### src/rtl/cpu_defs_pkg.sv
// ============================================================================
// Module : cpu_defs_pkg
// Brief  : ISA opcodes, ALU functions, control words, FSM states and the
//          decoded control bundle shared by control_unit and the ALU.
// Rev    : 1.0
// ============================================================================
`default_nettype none

package cpu_defs_pkg;

   localparam logic [3:0] c_op_nop       = 4'h0;
   localparam logic [3:0] c_op_arith_2op = 4'h1;
   localparam logic [3:0] c_op_arith_1op = 4'h2;
   localparam logic [3:0] c_op_movi      = 4'h3;
   localparam logic [3:0] c_op_addi      = 4'h4;
   localparam logic [3:0] c_op_subi      = 4'h5;
   localparam logic [3:0] c_op_load      = 4'h6;
   localparam logic [3:0] c_op_stor      = 4'h7;
   localparam logic [3:0] c_op_beq       = 4'h8;
   localparam logic [3:0] c_op_bge       = 4'h9;
   localparam logic [3:0] c_op_ble       = 4'hA;
   localparam logic [3:0] c_op_bc        = 4'hB;
   localparam logic [3:0] c_op_j         = 4'hC;
   localparam logic [3:0] c_op_ill0      = 4'hD;
   localparam logic [3:0] c_op_ill1      = 4'hE;
   localparam logic [3:0] c_op_ctrl      = 4'hF;

   // Two-operand ALU functions
   localparam logic [2:0] c_func_add = 3'd0;
   localparam logic [2:0] c_func_adc = 3'd1;
   localparam logic [2:0] c_func_sub = 3'd2;
   localparam logic [2:0] c_func_sbb = 3'd3;
   localparam logic [2:0] c_func_and = 3'd4;
   localparam logic [2:0] c_func_or  = 3'd5;
   localparam logic [2:0] c_func_xor = 3'd6;
   localparam logic [2:0] c_func_cmp = 3'd7;

   // One-operand ALU functions
   localparam logic [2:0] c_f1_not = 3'd0;
   localparam logic [2:0] c_f1_shl = 3'd1;
   localparam logic [2:0] c_f1_shr = 3'd2;
   localparam logic [2:0] c_f1_inc = 3'd3;
   localparam logic [2:0] c_f1_dec = 3'd4;

   localparam logic [15:0] c_cw_stc   = 16'hF001;
   localparam logic [15:0] c_cw_stb   = 16'hF002;
   localparam logic [15:0] c_cw_reset = 16'hFAAA;
   localparam logic [15:0] c_cw_halt  = 16'hFFFF;

   localparam logic [1:0] c_wb_alu = 2'd0;
   localparam logic [1:0] c_wb_mem = 2'd1;
   localparam logic [1:0] c_wb_imm = 2'd2;

   typedef enum logic [2:0] {
      ST_FETCH     = 3'd0,
      ST_DECODE    = 3'd1,
      ST_EXECUTE   = 3'd2,
      ST_MEM       = 3'd3,
      ST_WRITEBACK = 3'd4,
      ST_HALTED    = 3'd5
   } state_t;

   typedef struct packed {
      logic       arith_1op;
      logic       arith_2op;
      logic       addi;
      logic       subi;
      logic       load_or_store;
      logic [2:0] alu_func;
      logic [5:0] immediate;
      logic [2:0] reg1_addr;
      logic [2:0] reg2_addr;
      logic [2:0] reg_waddr;
      logic [1:0] wb_sel;
      logic       is_load;
      logic       is_stor;
      logic       is_branch;
      logic [3:0] branch_type;
      logic       writes_reg;
      logic       is_stc;
      logic       is_stb;
      logic       is_soft_reset;
      logic       is_halt;
      logic       is_illegal;
   } ctrl_t;

   function automatic logic is_branch_op(input logic [3:0] opcode);
      return (opcode >= c_op_beq) && (opcode <= c_op_j);
   endfunction

endpackage

`default_nettype wire

### src/rtl/instr_decoder.sv
// ============================================================================
// Module : instr_decoder
// Brief  : Combinational mapping of a 16-bit instruction word to a ctrl_t.
// Rev    : 1.0
// ============================================================================
`default_nettype none

module instr_decoder
   import cpu_defs_pkg::*;
(
   input  logic [15:0] i_instr,
   output ctrl_t       o_ctrl
);

   logic [3:0] w_opcode;

   assign w_opcode = i_instr[15:12];

   always_comb begin
      o_ctrl           = '0;
      // Field extraction is opcode-independent; the strobes qualify it
      o_ctrl.alu_func  = i_instr[2:0];
      o_ctrl.immediate = i_instr[5:0];
      o_ctrl.reg1_addr = i_instr[8:6];
      o_ctrl.reg2_addr = i_instr[5:3];
      o_ctrl.reg_waddr = i_instr[11:9];
      o_ctrl.wb_sel    = c_wb_alu;

      if (is_branch_op(w_opcode)) begin
         o_ctrl.is_branch   = 1'b1;
         o_ctrl.branch_type = w_opcode;
      end

      case (w_opcode)
         c_op_arith_1op: begin
            o_ctrl.arith_1op  = 1'b1;
            o_ctrl.writes_reg = 1'b1;
         end
         c_op_arith_2op: begin
            o_ctrl.arith_2op  = 1'b1;
            o_ctrl.writes_reg = 1'b1;
         end
         c_op_movi: begin
            o_ctrl.writes_reg = 1'b1;
            o_ctrl.wb_sel     = c_wb_imm;
         end
         c_op_addi: begin
            o_ctrl.addi       = 1'b1;
            o_ctrl.writes_reg = 1'b1;
         end
         c_op_subi: begin
            o_ctrl.subi       = 1'b1;
            o_ctrl.writes_reg = 1'b1;
         end
         c_op_load: begin
            o_ctrl.load_or_store = 1'b1;
            o_ctrl.is_load       = 1'b1;
            o_ctrl.writes_reg    = 1'b1;
            o_ctrl.wb_sel        = c_wb_mem;
         end
         c_op_stor: begin
            // Store data register lives in the destination field
            o_ctrl.load_or_store = 1'b1;
            o_ctrl.is_stor       = 1'b1;
            o_ctrl.reg2_addr     = i_instr[11:9];
         end
         c_op_ill0, c_op_ill1: begin
            o_ctrl.is_illegal = 1'b1;
         end
         c_op_ctrl: begin
            case (i_instr)
               c_cw_stc:   o_ctrl.is_stc        = 1'b1;
               c_cw_stb:   o_ctrl.is_stb        = 1'b1;
               c_cw_reset: o_ctrl.is_soft_reset = 1'b1;
               c_cw_halt:  o_ctrl.is_halt       = 1'b1;
               default:    ;
            endcase
         end
         default: ;
      endcase
   end

endmodule

`default_nettype wire

### src/rtl/control_unit.sv
// ============================================================================
// Module : control_unit
// Brief  : Fetch/decode/execute sequencer with carry/borrow flag ownership.
// Rev    : 1.0
// ============================================================================
`default_nettype none

module control_unit
   import cpu_defs_pkg::*;
(
   input  logic        clk_pi,
   input  logic        reset_pi,
   output logic        instr_req_po,
   input  logic        instr_valid_pi,
   input  logic [15:0] instr_pi,
   output logic        arith_1op_po,
   output logic        arith_2op_po,
   output logic        addi_po,
   output logic        subi_po,
   output logic        load_or_store_po,
   output logic [2:0]  alu_func_po,
   output logic [5:0]  immediate_po,
   output logic        stc_cmd_po,
   output logic        stb_cmd_po,
   output logic        carry_flag_po,
   output logic        borrow_flag_po,
   input  logic        alu_carry_pi,
   input  logic        alu_borrow_pi,
   output logic [2:0]  reg1_addr_po,
   output logic [2:0]  reg2_addr_po,
   output logic        reg_we_po,
   output logic [2:0]  reg_waddr_po,
   output logic [1:0]  wb_sel_po,
   output logic        mem_req_po,
   output logic        mem_we_po,
   input  logic        mem_ack_pi,
   output logic        branch_po,
   output logic [3:0]  branch_type_po,
   output logic        pc_advance_po,
   output logic        soft_reset_po,
   output logic        halted_po,
   output logic        illegal_po
);

   state_t      r_state;
   state_t      w_next_state;
   logic [15:0] r_instr;
   ctrl_t       r_ctrl;
   ctrl_t       w_dec;
   logic        r_instr_req;
   logic        r_carry;
   logic        r_borrow;
   logic        r_illegal;

   logic        w_pc_advance;
   logic        w_branch;
   logic        w_stc;
   logic        w_stb;
   logic        w_soft_reset;
   logic        w_mem_req;
   logic        w_mem_we;
   logic        w_reg_we;
   logic        w_halted;

   instr_decoder u_decoder (
      .i_instr (r_instr),
      .o_ctrl  (w_dec)
   );

   always_ff @(posedge clk_pi) begin
      if (reset_pi) begin
         r_state <= ST_FETCH;
      end else begin
         r_state <= w_next_state;
      end
   end

   always_comb begin
      w_next_state = r_state;
      w_pc_advance = 1'b0;
      w_branch     = 1'b0;
      w_stc        = 1'b0;
      w_stb        = 1'b0;
      w_soft_reset = 1'b0;
      w_mem_req    = 1'b0;
      w_mem_we     = 1'b0;
      w_reg_we     = 1'b0;
      w_halted     = 1'b0;
      case (r_state)
         ST_FETCH: begin
            if (instr_valid_pi) w_next_state = ST_DECODE;
         end
         ST_DECODE: begin
            w_next_state = ST_EXECUTE;
         end
         ST_EXECUTE: begin
            w_pc_advance = !r_ctrl.is_branch;
            w_branch     = r_ctrl.is_branch;
            w_stc        = r_ctrl.is_stc;
            w_stb        = r_ctrl.is_stb;
            w_soft_reset = r_ctrl.is_soft_reset;
            if (r_ctrl.is_halt)            w_next_state = ST_HALTED;
            else if (r_ctrl.load_or_store) w_next_state = ST_MEM;
            else if (r_ctrl.writes_reg)    w_next_state = ST_WRITEBACK;
            else                           w_next_state = ST_FETCH;
         end
         ST_MEM: begin
            w_mem_req = 1'b1;
            w_mem_we  = r_ctrl.is_stor;
            if (mem_ack_pi) begin
               w_next_state = r_ctrl.is_load ? ST_WRITEBACK : ST_FETCH;
            end
         end
         ST_WRITEBACK: begin
            w_reg_we     = 1'b1;
            w_next_state = ST_FETCH;
         end
         ST_HALTED: begin
            w_halted = 1'b1;
         end
         default: begin
            w_next_state = ST_FETCH;
         end
      endcase
   end

   // Request is registered so it stays low for the whole reset window
   always_ff @(posedge clk_pi) begin
      if (reset_pi) begin
         r_instr     <= '0;
         r_ctrl      <= '0;
         r_instr_req <= 1'b0;
         r_carry     <= 1'b0;
         r_borrow    <= 1'b0;
         r_illegal   <= 1'b0;
      end else begin
         r_instr_req <= (w_next_state == ST_FETCH);
         if (r_state == ST_FETCH && instr_valid_pi) r_instr <= instr_pi;

         if (w_next_state == ST_FETCH || w_next_state == ST_HALTED) begin
            r_ctrl <= '0;
         end else if (r_state == ST_DECODE) begin
            r_ctrl <= w_dec;
         end

         if (r_state == ST_EXECUTE) begin
            if (r_ctrl.is_soft_reset) begin
               r_carry  <= 1'b0;
               r_borrow <= 1'b0;
            end else begin
               r_carry  <= alu_carry_pi;
               r_borrow <= alu_borrow_pi;
            end
            if (r_ctrl.is_illegal) r_illegal <= 1'b1;
         end
      end
   end

   assign instr_req_po     = r_instr_req;
   assign arith_1op_po     = r_ctrl.arith_1op;
   assign arith_2op_po     = r_ctrl.arith_2op;
   assign addi_po          = r_ctrl.addi;
   assign subi_po          = r_ctrl.subi;
   assign load_or_store_po = r_ctrl.load_or_store;
   assign alu_func_po      = r_ctrl.alu_func;
   assign immediate_po     = r_ctrl.immediate;
   assign reg1_addr_po     = r_ctrl.reg1_addr;
   assign reg2_addr_po     = r_ctrl.reg2_addr;
   assign reg_waddr_po     = r_ctrl.reg_waddr;
   assign wb_sel_po        = r_ctrl.wb_sel;
   assign branch_type_po   = r_ctrl.branch_type;
   assign carry_flag_po    = r_carry;
   assign borrow_flag_po   = r_borrow;
   assign illegal_po       = r_illegal;
   assign pc_advance_po    = w_pc_advance;
   assign branch_po        = w_branch;
   assign stc_cmd_po       = w_stc;
   assign stb_cmd_po       = w_stb;
   assign soft_reset_po    = w_soft_reset;
   assign mem_req_po       = w_mem_req;
   assign mem_we_po        = w_mem_we;
   assign reg_we_po        = w_reg_we;
   assign halted_po        = w_halted;

endmodule

`default_nettype wire

### config.mk
export PLATFORM = sky130hd
export DESIGN_NAME = control_unit
export DESIGN_NICKNAME = d
export VERILOG_FILES = /design/src/rtl/cpu_defs_pkg.sv /design/src/rtl/instr_decoder.sv /design/src/rtl/control_unit.sv
export SDC_FILE = /design/constraint.sdc
export NUM_CORES = 1
export LEC_CHECK = 0
export CELL_PAD_IN_SITES_DETAIL_PLACEMENT = 0
export CELL_PAD_IN_SITES_GLOBAL_PLACEMENT = 2
export CORE_ASPECT_RATIO = 0.75
export CORE_UTILIZATION = 37
export CTS_CLUSTER_SIZE = 8
export DETAILED_ROUTE_END_ITERATION = 7
export DONT_BUFFER_PORTS = 1
export PLACE_DENSITY = 0.87
export SLEW_MARGIN = 5
export SYNTH_ARGS = -nofsm -noshare
export SYNTH_HDL_FRONTEND = slang
export SYNTH_HIERARCHICAL = 1
export SYNTH_SLANG_ARGS = --single-unit
### constraint.sdc
create_clock -name clk_pi -period 2.55 [get_ports clk_pi]
set_input_delay 0.6375 -clock clk_pi [delete_from_list [all_inputs] [get_ports clk_pi]]
set_output_delay 0.6375 -clock clk_pi [all_outputs]
set_load 0.05 [all_outputs]
==> results_dict.tcl, run 1 <==
set metrics [dict create \
    io_pins 64 \
    diodes 0 \
    layout_common_cells "dfxtp_1 (61), nor2_1 (49), nand2_1 (43)" \
    antenna_left 0 \
    drive_gt1_frac 0.119 \
    synthArstFlopShare 0 \
    criticalPathCategory "flip-flop to output pin" \
    post_cts_buffers 0 \
    grt_use_total 0.159 \
    rows 27 \
    num_vias 1974 \
    finalCoreUtilization 0.398 \
    cts_made_buffers 9 \
    wl_um 6100 \
    cts_buffer_depth 2 \
    fin_area_um2 2960 \
    grt_pass1_vias 1905 \
    required_ns 1.91 \
    rsz0062_at_grt "false" \
    slew_violations 0 \
    place_hpwl_um 4180 \
    ys_types 34 \
    seq_area_frac_synth 0.423 \
    final.period_utilization 0.918 \
    yosysTopAreaCell "dfxtp_1" \
    min_path_type "primary input to flip-flop" \
    cp_data_arrival_time_ns 1.70 \
    setup_viol 0 \
    gp_congestion 0.822 \
    crit_fanout 10 \
    ir_worst_vdd_v 0.000315 \
    cts_sinks 61 \
    period_minus_slack_ns 2.34 \
    skew_ns 0.00528 \
    die_area_um2 8160 \
    num-nets-final 319 \
    power_density_nw_per_um2 732 \
    grt_pass1_wl_um 9930 \
    synthCells 335 \
    antenna_found_initial 0 \
    wl_per_cell_um 15.1 \
    fin_tns_setup_ns 0 \
    min_path_cells 1 \
    mappedNetlistNets 357 \
    tightestPinTransition_ns 0.634 \
    start_kind "flip-flop" \
    synth.avg_cell_area_um2 8.62 \
    coreArea_um2 7430 \
    synth_top_area_share 0.423 \
    cp_slowest_stage_delay_ns 0.51 \
    relSlewSlack 0.576 \
    clk_transition_reported_paths_ns 0.07 \
    drtIter0Drc 80 \
    start_util 0.388 \
    fp.dieW_um 104 \
    reg2reg_depth 6 \
    dpl-instance-area_um2 2740 \
    dr.pass1.iters 4 \
    cts_tree "yes" \
    postCtsHoldBufs 0 \
    power_leakage_uw 0.00107 \
    grt-ovfl-total 0 \
    htree_num_levels 3 \
    ys_warn_count 6 \
    grt_max_degree 39 \
    finalPower_uw 2170 \
    final_common_cell "dfxtp_1" \
    routed_via_density 4.90 \
    yosys_register_bits 61 \
    syn_to_final_growth_pct 2.60 \
    worstPathCellList "nor3b_2 > buf_4 > and2_1" \
    cts.repair.resized 0 \
    synth_flop_cell "dfxtp_1" \
    max_cap_violations 0 \
    synth_edf_count 0 \
    crit_path_end_kind "output pin" \
    port_buffers 0 \
    final_hold_viol_count 0 \
    die_h_um 78.5 \
    cts_root_buf "clkbuf_8" \
    status "finished, final reports clean" \
    fmax_ghz 0.427 \
    yosys-top-cells-area "dfxtp_1 (42%), mux2i_1 (13%), buf_4 (10%)" \
    cp_slowest_cell "dfxtp_1" \
    drc 0 \
    clk_latency_ns 0.33 \
    syn_area_um2 2890 \
]
[flip-flops by register name, indices dropped and copies added, names as in the netlist, 2 cells and up]
signal,cells
r_instr,16
r_ctrl,9
immediate_po,6
branch_type_po,4
alu_func_po,3
r_state,3
reg1_addr_po,3
reg2_addr_po,3
reg_waddr_po,3
wb_sel_po,2
[power breakdown]
group	switching, uW	internal, uW	total (uW)
combinational	96.2	70.4	167
sequential	55.9	977	1030
clock	366	601	967
total	518	1650	2170
[critical path: cells and delay by family (launching register included)]
family / cells / cell delay, ns
AND/OR/NAND/NOR: 2 / 0.69
flip-flops: 1 / 0.51
buffers and inverters: 1 / 0.17
[synthesized netlist by cell type (2+ instances only)]
library cell / instances
and3_1: 4
nor4_1: 2
nand4_1: 3
nand2b_1: 4
or3_1: 2
mux2_2: 3
buf_4: 40
inv_1: 5
nor3b_1: 3
buf_6: 2
nand2_1: 43
buf_2: 5
nand3b_1: 3
clkbuf_1: 12
nor2_1: 50
dfxtp_1: 61
nor3_1: 9
and2_1: 9
or4_4: 2
a211oi_1: 2
mux2i_1: 38
a21oi_1: 20
o21a_1: 2
[metrics by stage]
step	instances	hold slack [ns]	worst slack, ns
3_5_place_dp	387	0.479	0.527
3_3_place_gp	387	0.471	0.567
2_1_floorplan	335	0.435	0.171
5_1_grt	403	0.340	0.0666
4_1_cts	403	0.344	0.190
6_report	403	0.368	0.208
[worst paths after layout]
check | from | to | slack, ns
worst max-delay path | r_state[1] | stc_cmd_po | 0.21
worst min-delay path | reset_pi | borrow_flag_po | 0.37
worst max register to register | r_state[0] | addi_po | 0.54
worst min register to register | r_instr[7] | r_instr[7] | 0.49
[kinds of logic (layout without fill, tap and decap cells)]
kind of cell	after synthesis	after routing	share of synthesized area
buf+inv	64	31	0.143
mux	41	41	0.143
flops	61	61	0.423
simple gates	140	140	0.228
compound gates	29	29	0.0624
[layer usage]
metal,wire (um),global-route usage,up-vias
met5,0,0,-
met4,69,0.0571,0
met2,2690,0.241,48
met1,2950,0.207,917
li1,-,-,1002
met3,386,0.0590,7
[area by class of cell]
class	count	area, um2
clock buffer	12	155
clock inverter	4	70.1
fill	804	4470
inverter	5	18.8
multi-input combinational	210	1270
sequential	61	1220
tap	101	126
timing repair buffer	10	100
(Power assumes the default switching activity.)
==> run 2: changes to the inputs <==
--- a/config.mk
+++ b/config.mk
@@ -12,6 +12,7 @@
 export CTS_CLUSTER_SIZE = 8
 export DETAILED_ROUTE_END_ITERATION = 7
 export DONT_BUFFER_PORTS = 1
+export GPL_ROUTABILITY_DRIVEN = 0
 export PLACE_DENSITY = 0.87
 export SLEW_MARGIN = 5
 export SYNTH_ARGS = -nofsm -noshare
==> results of run 2 <==
The final DEF is identical to that of run 1; final timing and power are the same.
